--- src/rtl/rram_arb_pkg.sv ---
// Shared encodings for the NEUROMORPHIC_X1 port arbiter: FSM states, R_WB and
// requester-id constants, and the default watchdog limit.
package rram_arb_pkg;

  typedef enum logic [1:0] {
    ST_IDLE  = 2'd0,
    ST_ISSUE = 2'd1,
    ST_WAIT  = 2'd2,
    ST_DONE  = 2'd3
  } arb_state_e;

  localparam logic RWB_READ  = 1'b1;
  localparam logic RWB_WRITE = 1'b0;

  localparam logic REQ0 = 1'b0;
  localparam logic REQ1 = 1'b1;

  localparam int TIMEOUT_CYCLES_DEFAULT = 1024;

endpackage

--- src/rtl/rram_arb_rr_pick.sv ---
// Two-way round-robin picker. The pointer only moves when both requesters
// compete, so a lone requester never steals the other's next turn.
module rram_arb_rr_pick
  import rram_arb_pkg::*;
(
  input  logic clk,
  input  logic rst,
  input  logic valid0,
  input  logic valid1,
  input  logic advance,
  output logic grant_id,
  output logic grant_valid
);

  logic ptr;

  always_ff @(posedge clk or posedge rst) begin
    if (rst) begin
      ptr <= REQ0;
    end else if (advance && valid0 && valid1) begin
      ptr <= ~grant_id;
    end
  end

  always_comb begin
    grant_valid = valid0 | valid1;
    grant_id    = REQ0;
    if (valid0 && valid1) begin
      grant_id = ptr;
    end else if (valid1) begin
      grant_id = REQ1;
    end
  end

endmodule

--- src/rtl/rram_port_arbiter.sv ---
// Shares the NEUROMORPHIC_X1 functional port between a host and an engine, with
// a watchdog abort. Optional counters are enabled by RRAM_ARB_STATS_EN.
module rram_port_arbiter
  import rram_arb_pkg::*;
#(
  parameter int TIMEOUT_CYCLES = TIMEOUT_CYCLES_DEFAULT,
  parameter int TO_W           = 16
) (
  input  logic        wb_clk_i,
  input  logic        wb_rst_i,
  input  logic        req0_valid,
  input  logic        req0_rwb,
  input  logic [31:0] req0_addr,
  input  logic [31:0] req0_wdata,
  input  logic [3:0]  req0_sel,
  output logic        req0_ready,
  output logic        req0_done,
  output logic [31:0] req0_rdata,
  output logic        req0_err,
  input  logic        req1_valid,
  input  logic        req1_rwb,
  input  logic [31:0] req1_addr,
  input  logic [31:0] req1_wdata,
  input  logic [3:0]  req1_sel,
  output logic        req1_ready,
  output logic        req1_done,
  output logic [31:0] req1_rdata,
  output logic        req1_err,
  output logic        EN,
  output logic        R_WB,
  output logic [31:0] DI,
  output logic [31:0] AD,
  output logic [3:0]  SEL,
  input  logic [31:0] DO,
  input  logic        func_ack,
  output logic        busy,
  output logic        timeout_sticky
`ifdef RRAM_ARB_STATS_EN
  ,
  output logic [15:0] stat_ops,
  output logic [7:0]  stat_timeouts
`endif
);

  localparam logic [TO_W-1:0] WD_LAST = TO_W'(TIMEOUT_CYCLES - 1);

  arb_state_e      state, state_next;
  logic            grant_id, grant_valid, pick_advance;
  logic            cur_id;
  logic [TO_W-1:0] wd;
  logic            wd_expired;
  logic [31:0]     ack_rdata;

  rram_arb_rr_pick u_pick (
    .clk        (wb_clk_i),
    .rst        (wb_rst_i),
    .valid0     (req0_valid),
    .valid1     (req1_valid),
    .advance    (pick_advance),
    .grant_id   (grant_id),
    .grant_valid(grant_valid)
  );

  assign wd_expired = (wd == WD_LAST);
  assign busy       = (state != ST_IDLE);
  assign ack_rdata  = (R_WB == RWB_READ) ? DO : 32'h0;

  always_ff @(posedge wb_clk_i or posedge wb_rst_i) begin
    if (wb_rst_i) state <= ST_IDLE;
    else          state <= state_next;
  end

  // func_ack is tested before expiry so a same-cycle ack completes cleanly
  always_comb begin
    state_next   = state;
    pick_advance = 1'b0;
    case (state)
      ST_IDLE: begin
        if (grant_valid) begin
          pick_advance = 1'b1;
          state_next   = ST_ISSUE;
        end
      end
      ST_ISSUE: state_next = ST_WAIT;
      ST_WAIT: begin
        if (func_ack || wd_expired) state_next = ST_DONE;
      end
      ST_DONE:  state_next = ST_IDLE;
      default:  state_next = ST_IDLE;
    endcase
  end

  // Every port is registered; EN is high exactly for the WAIT cycles
  always_ff @(posedge wb_clk_i or posedge wb_rst_i) begin
    if (wb_rst_i) begin
      req0_ready     <= 1'b0;
      req1_ready     <= 1'b0;
      req0_done      <= 1'b0;
      req1_done      <= 1'b0;
      req0_err       <= 1'b0;
      req1_err       <= 1'b0;
      req0_rdata     <= 32'h0;
      req1_rdata     <= 32'h0;
      EN             <= 1'b0;
      R_WB           <= 1'b0;
      DI             <= 32'h0;
      AD             <= 32'h0;
      SEL            <= 4'h0;
      cur_id         <= REQ0;
      wd             <= '0;
      timeout_sticky <= 1'b0;
    end else begin
      req0_ready <= 1'b0;
      req1_ready <= 1'b0;
      req0_done  <= 1'b0;
      req1_done  <= 1'b0;
      req0_err   <= 1'b0;
      req1_err   <= 1'b0;
      case (state)
        ST_IDLE: begin
          if (grant_valid) begin
            cur_id <= grant_id;
            if (grant_id == REQ1) begin
              req1_ready <= 1'b1;
              R_WB       <= req1_rwb;
              AD         <= req1_addr;
              DI         <= req1_wdata;
              SEL        <= req1_sel;
            end else begin
              req0_ready <= 1'b1;
              R_WB       <= req0_rwb;
              AD         <= req0_addr;
              DI         <= req0_wdata;
              SEL        <= req0_sel;
            end
          end
        end
        ST_ISSUE: begin
          wd <= '0;
          EN <= 1'b1;
        end
        ST_WAIT: begin
          wd <= wd + 1'b1;
          if (func_ack || wd_expired) begin
            EN <= 1'b0;
            if (!func_ack) timeout_sticky <= 1'b1;
            if (cur_id == REQ1) begin
              req1_done  <= 1'b1;
              req1_err   <= ~func_ack;
              req1_rdata <= func_ack ? ack_rdata : 32'h0;
            end else begin
              req0_done  <= 1'b1;
              req0_err   <= ~func_ack;
              req0_rdata <= func_ack ? ack_rdata : 32'h0;
            end
          end
        end
        default: ;
      endcase
    end
  end

`ifdef RRAM_ARB_STATS_EN
  always_ff @(posedge wb_clk_i or posedge wb_rst_i) begin
    if (wb_rst_i) begin
      stat_ops      <= 16'h0;
      stat_timeouts <= 8'h0;
    end else if (state == ST_DONE) begin
      stat_ops <= stat_ops + 16'h1;
      if ((req0_err || req1_err) && (stat_timeouts != 8'hFF)) begin
        stat_timeouts <= stat_timeouts + 8'h1;
      end
    end
  end
`endif

endmodule

--- config.mk ---
export PLATFORM = sky130hd
export DESIGN_NAME = rram_port_arbiter
export DESIGN_NICKNAME = d
export VERILOG_FILES = /design/src/rtl/rram_arb_pkg.sv /design/src/rtl/rram_arb_rr_pick.sv /design/src/rtl/rram_port_arbiter.sv
export SDC_FILE = /design/constraint.sdc
export NUM_CORES = 1
export LEC_CHECK = 0
export BUFFER_PORTS_ARGS = -buffer_cell sky130_fd_sc_hd__buf_2
export CAP_MARGIN = 10
export CORE_MARGIN = 5
export CORE_UTILIZATION = 42
export CTS_BUF_LIST = sky130_fd_sc_hd__clkbuf_16
export CTS_CLUSTER_DIAMETER = 200
export CTS_CLUSTER_SIZE = 16
export DETAILED_ROUTE_END_ITERATION = 16
export PLACE_DENSITY = 0.76
export SETUP_SLACK_MARGIN = 0.2
export SYNTH_ARGS = -nofsm -noshare
export SYNTH_HDL_FRONTEND = slang
export SYNTH_SLANG_ARGS = --single-unit
--- constraint.sdc ---
create_clock -name wb_clk_i -period 5.1 [get_ports wb_clk_i]
set_input_delay 0.51 -clock wb_clk_i [delete_from_list [all_inputs] [get_ports wb_clk_i]]
set_output_delay 0.51 -clock wb_clk_i [all_outputs]
set_load 0.05 [all_outputs]
---- Word level (Yosys, flattened, before mapping) ----
Index checks and enable logic that the tools add are counted.
storage, ports and cells
  flip-flop bits (word level) ............. 161
  bits in latches ......................... 0
  memory bits (writable) .................. 0
  memory bits (read-only) ................. 0
  bits of input ports ..................... 175
  output and inout port bits .............. 142
  word-level logic and storage cells ...... 76
  memories ................................ 0
operators by class
  add/subtract/negate cells ............... 1
  multiply operators ...................... 0
  div/mod/pow operators ................... 0
  $lt $le $gt $ge ......................... 0
  equality and inequality tests ........... 6
  shift operators ......................... 0
  mux-type cells .......................... 34
  bitwise operators ....................... 4
  reduce and logical (&&, ||, !) cells .... 13
operators with widths
  kind                     number
  $mux W32                 4
  $pmux W16 S2             1
  $mux W1                  24
  $add A16 B1 Y16 const B  1
  $eq A16 B10 Y1 const B   1
  $reduce_and A3 Y1        3
  $pmux W2 S4              1
  $reduce_and A2 Y1        3
  $eq A2 B2 Y1 const B     2
  $mux W2                  2
  $mux W4                  1
  $ne A2 B2 Y1 const B     2
  $reduce_bool A2 Y1       2
  $logic_and A1 B1 Y1      3
  $not A1 Y1               3
  $eq A2 B1 Y1 const B     1
  $logic_not A2 Y1         1
  $pmux W1 S2              1
  $logic_or A1 B1 Y1       1
  $or A1 B1 Y1             1

---- Longest topological paths before layout ----
  depth in word-level cells ............... 5
  gate-level depth with buffers ........... 8

---- Cells and area by module ----
From an unflattened synthesis, not the netlist that was laid out.
unflattened totals
  cells, all modules ...................... 757
  area, all modules ....................... 7,278.2 um2
modules (own cells, without submodules)
  module             instances  cells each  area an instance (um2)
  rram_port_arbiter  1          750         7,218.2
  rram_arb_rr_pick   1          7           60.1

---- Worst setup path before layout ----
OpenSTA, ideal clock, no wires.
  path type ............................... register to register
  start ................................... reg wd[0]
  end ..................................... reg req1_rdata[10]
  setup time .............................. 0.067 ns
  arrival time ............................ 1.795 ns
  data required time ...................... 5.033 ns
  path slack .............................. 3.238 ns
  cell stages (with the launch flop) ...... 8
  cell sequence ........................... dfrtp_1 ha_1 and3_1 clkbuf_1 and4_1 o21bai_1 buf_2 a22o_1
between the ends
  word-level cells in the longest chain between the ends .. 3
RTL lines
  item                                RTL line                  source
  start, declared                     rram_port_arbiter.sv:50   logic [TO_W-1:0] wd;
  start signal, assigned              rram_port_arbiter.sv:143  wd <= wd + 1'b1;
  $eq A16 B10 Y1                      rram_port_arbiter.sv:64   assign wd_expired = (wd == WD_LAST);
  $logic_or A1 B1 Y1                  rram_port_arbiter.sv:144  if (func_ack || wd_expired) begin
  $reduce_and A3 Y1 (no source line)  --
  end signal, assigned                rram_port_arbiter.sv:150  req1_rdata <= func_ack ? ack_rdata : 32'h0;
  end, declared                       rram_port_arbiter.sv:27   output logic [31:0] req1_rdata,
Every way passes these cells.
A chain may end at the register's enable or synchronous reset.

---- Final worst setup path ----
  start ................................... reg u_pick.ptr
  end ..................................... reg AD[28]
between the ends
  word-level cells in the longest chain between the ends .. 2
RTL lines
  item                    RTL line                  source
  start, declared         rram_arb_rr_pick.sv:15    logic ptr;
  start signal, assigned  rram_arb_rr_pick.sv:21    ptr <= ~grant_id;
  $mux W1                 rram_arb_rr_pick.sv:28    if (valid0 && valid1) begin
  $mux W32                rram_port_arbiter.sv:123  if (grant_id == REQ1) begin
  end signal, assigned    rram_port_arbiter.sv:126  AD <= req1_addr;
  end signal, assigned    rram_port_arbiter.sv:132  AD <= req0_addr;
  end, declared           rram_port_arbiter.sv:32   output logic [31:0] AD,
Every way passes these cells.

==> metrics.md <==
| Metric | Value |
|---|---|
| Outcome | completed |
| Vias per cell | 5.04 |
| Initial antenna violation count | 1 |
| Setup crit end kind | flip-flop |
| CP max-delay cell | nand2_4 |
| Critical path class | flip-flop to flip-flop |
| Most frequent cell after synthesis | dfrtp_1 |
| H-tree depth | 4 |
| Drt total wl | 19,400 um |
| Power Density | 737 mW/mm2 |
| Setup tns final | 0 ns |
| Leakage | 5.04 nW |
| First DRT Iteration DRCs | 268 |
| Total track usage | 0.208 |
| CP delay by family, top | simple AND/OR/NAND/NOR gates |
| Clock sinks | 161 |
| R2r worst-path depth | 5 |
| Area leader, netlist | dfrtp_1 |
| Max IR drop VDD | 0.394 mV |
| Clock Pin Slew Worst Setup and Hold Paths | 0.07 ns |
| Fmax | 441 MHz |
| CP arrival | 2.54 ns |
| Most used DFF post-synth | dfrtp_1 |
| DP HPWL | 14,500 um |
| Post-route ant nets | 0 |
| Final Hold Violating Endpoints | 0 |
| Critical path cell sequence | nand2b_1 > nand2_4 > buf_4 > mux2i_1 > o21ai_0 |
| Post-CTS Setup Bufs | 0 |
| Core ar. | 0.0158 mm2 |
| Initial core utilization | 0.426 |
| Area grow syn2layout | 35.7% |
| Register bit total from synthesis | 161 |
| Period utilisation layout | 0.444 |
| Sequential fraction of the synthesis area | 0.600 |
| Synth warnings | 0 |
| Hold crit path type | primary input to asynchronous set/reset pin |
| Die height | 136 um |
| # setup viols final | 0 |
| Clock Path Buffers | 2 |
| Overflow after GRT | 0 |
| Critical path peak fanout | 45 |
| CTS tree | done |
| FF-to-FF Start | u_pick.ptr |
| EDFF count, synth | 0 |
| Worst skew pair latency | 0.42 ns |
| Yosys top cell area share | 0.600 |
| Reg power frac | 0.307 |
| Nets | 1,067 |
| Share of cells above drive strength 1 | 0.410 |
| # DRC | 0 |
| Area of the die | 0.0186 mm2 |
| Async SR Flop Fraction | 1.00 |
| First-pass GRT wire length | 30,100 um |
| Routed via count | 5,633 |
| Vias in the first global route | 5,767 |
| Clk pwr share | 0.190 |
| Synth Net Count | 761 |
| Filler instances | 1,380 |
| Required time of the critical path | 5.37 ns |
| Comb pwr share | 0.503 |
| Pins Over Slew Limit | 0 |
| Root buffer cell | clkbuf_16 |
| RePlAce Congestion | 0.828 |
| Post-Syn Area | 0.00672 mm2 |
| Max-cap violations | 0 |
| Die width | 136 um |
| Row count | 46 |
| Power Internal | 3.29 mW |
| Startpoint types | flip-flop |
| Cell area after placement | 0.00852 mm2 |
| Slew @ Worst Pin | 0.789 ns |
| I/O pins | 317 |
| Min Tclk post-route | 2.27 ns |
| Final instance area | 0.00912 mm2 |
| Wirelength per Cell | 17.4 um |
| Rel. slew slack | 0.474 |
| R2R Path End | AD[28] |
| Pin count of the biggest net entering global routing | 92 |
| Post-CTS Hold Fix Bufs | 0 |
| Syn Inst Count | 582 |
| CP peak stage delay | 0.59 ns |
| Top cells by count, synth | dfrtp_1 (161), nand2_1 (81), o21ai_0 (78) |
| I/O Buffers | 316 |
| Detailed Routing Iterations Pass 1 | 4 |
| Area contributors post-synth | dfrtp_1 (60%), mux2i_1 (11%), a22o_1 (8.3%), o21ai_0 (5.8%), nand2_1 (4.5%) |
| Synth cell types | 37 |
| CTS resizes | 0 |
| Sw Pwr | 3.43 mW |
| Unrepaired setup endpoints after global routing | no |
| R2R Setup Slk | 2.83 ns |
| Skew final | 0.00803 ns |
| WP buf/inv | 1 |
| Switching portion of total power | 0.510 |
| CTS buffer count | 17 |
| Syn Area/Cell | 11.5 um2 |
cell families (layout without fill, tap and decap cells):
| kind of cell | count (synthesis) | after routing | share of synthesized area |
|---|---|---|---|
| other cells | 0 | 1 | 0 |
| mux | 71 | 71 | 0.106 |
| simple gates | 132 | 132 | 0.0916 |
| xor+xnor | 7 | 7 | 0.00913 |
| fa+ha+maj | 4 | 4 | 0.00745 |
| flops | 161 | 161 | 0.600 |
| buf+inv | 50 | 369 | 0.0296 |
| compound gates | 157 | 157 | 0.157 |
cells in the final DEF, fill, tap and decap left out, types with 2 or more instances in the layout:
master      count
and4_1          3
clkbuf_16      17
a21o_1          2
ha_1            4
o31ai_1         2
a22o_1         64
inv_8           4
nand2_1        80
nand3_1         9
dfrtp_1       161
nor3_1          4
buf_4           9
mux2i_1        71
o21ai_0        77
nand2b_1        3
nand4_1         3
xnor2_1         4
nor2_1         10
clkinvlp_4      3
or3_1           3
and3_1          3
inv_1          11
buf_2         316
nor4_1          4
a21oi_1         5
inv_6           6
xor2_1          3
registers in the layout, indices dropped and copies added, names as in the netlist:
signal          count
req1_done           1
wd                 16
req1_ready          1
SEL                 4
req0_done           1
timeout_sticky      1
req1_rdata         32
state               2
DI                 32
req0_err            1
u_pick.ptr          1
req1_err            1
EN                  1
R_WB                1
cur_id              1
AD                 32
req0_rdata         32
req0_ready          1
worst reg2reg max path, delay by kind of cell, from the launching register on:
| kind | cells | cell delay, ns |
|---|---|---|
| simple gates | 2 | 0.81 |
| buf+inv | 1 | 0.57 |
| flops | 1 | 0.39 |
| mux | 1 | 0.25 |
| compound gates | 1 | 0.10 |
power by group through the flow:
stage          sequential, mW  combinational [mW]  clock, mW
4_1_cts                  2.06                3.41       1.31
2_1_floorplan            3.74               0.875          0
3_5_place_dp             2.07                3.42          0
5_1_grt                  2.13                3.59       1.36
3_3_place_gp             2.07                3.36          0
6_report                 2.06                3.38       1.28
layer usage:
metal,vias up,part of all wire,track usage
li1,2700,-,-
met4,2,0.019,0.0756
met2,249,0.48,0.335
met5,-,0.00057,0
met1,2652,0.40,0.259
met3,30,0.097,0.0733
how the worst max path moves through the flow:
stage | from | endpoint | slack [ns] | cells past startpoint
6_report | u_pick.ptr | AD[28] | 2.83 | 5
4_1_cts | state[0] | AD[18] | 2.84 | 6
5_1_grt | state[0] | AD[27] | 2.61 | 6
3_5_place_dp | req0_valid | AD[28] | 2.67 | 6
2_1_floorplan | wb_rst_i | AD[0] | 0.24 | 1
3_3_place_gp | req0_valid | DI[25] | 2.73 | 6
final cells by class:
| class | instances | area, um2 | area share |
|---|---|---|---|
| Clock buffer | 17 | 425 | 0.0467 |
| Inverter | 12 | 50.0 | 0.00549 |
| Tap cell | 216 | 270 | 0.0296 |
| Sequential cell | 161 | 4030 | 0.442 |
| Antenna cell | 1 | 2.50 | 0.000274 |
| Timing Repair Buffer | 325 | 1650 | 0.181 |
| Multi-Input combinational cell | 371 | 2520 | 0.277 |
| Clock inverter | 15 | 166 | 0.0183 |
stage by stage:
step	instances	hold WS, ns	util	power [mW]	setup slack, ns
after detailed placement	1085	0.465	0.540	5.49	2.67
after floorplan	582	0.437	-	4.61	0.242
after global placement	1085	0.452	0.540	5.43	2.73
after CTS	1117	0.0911	0.578	6.78	2.84
final	1118	0.0838	0.578	6.72	2.83
after global routing	1117	0.110	0.578	7.08	2.61
(Power assumes the default switching activity.)
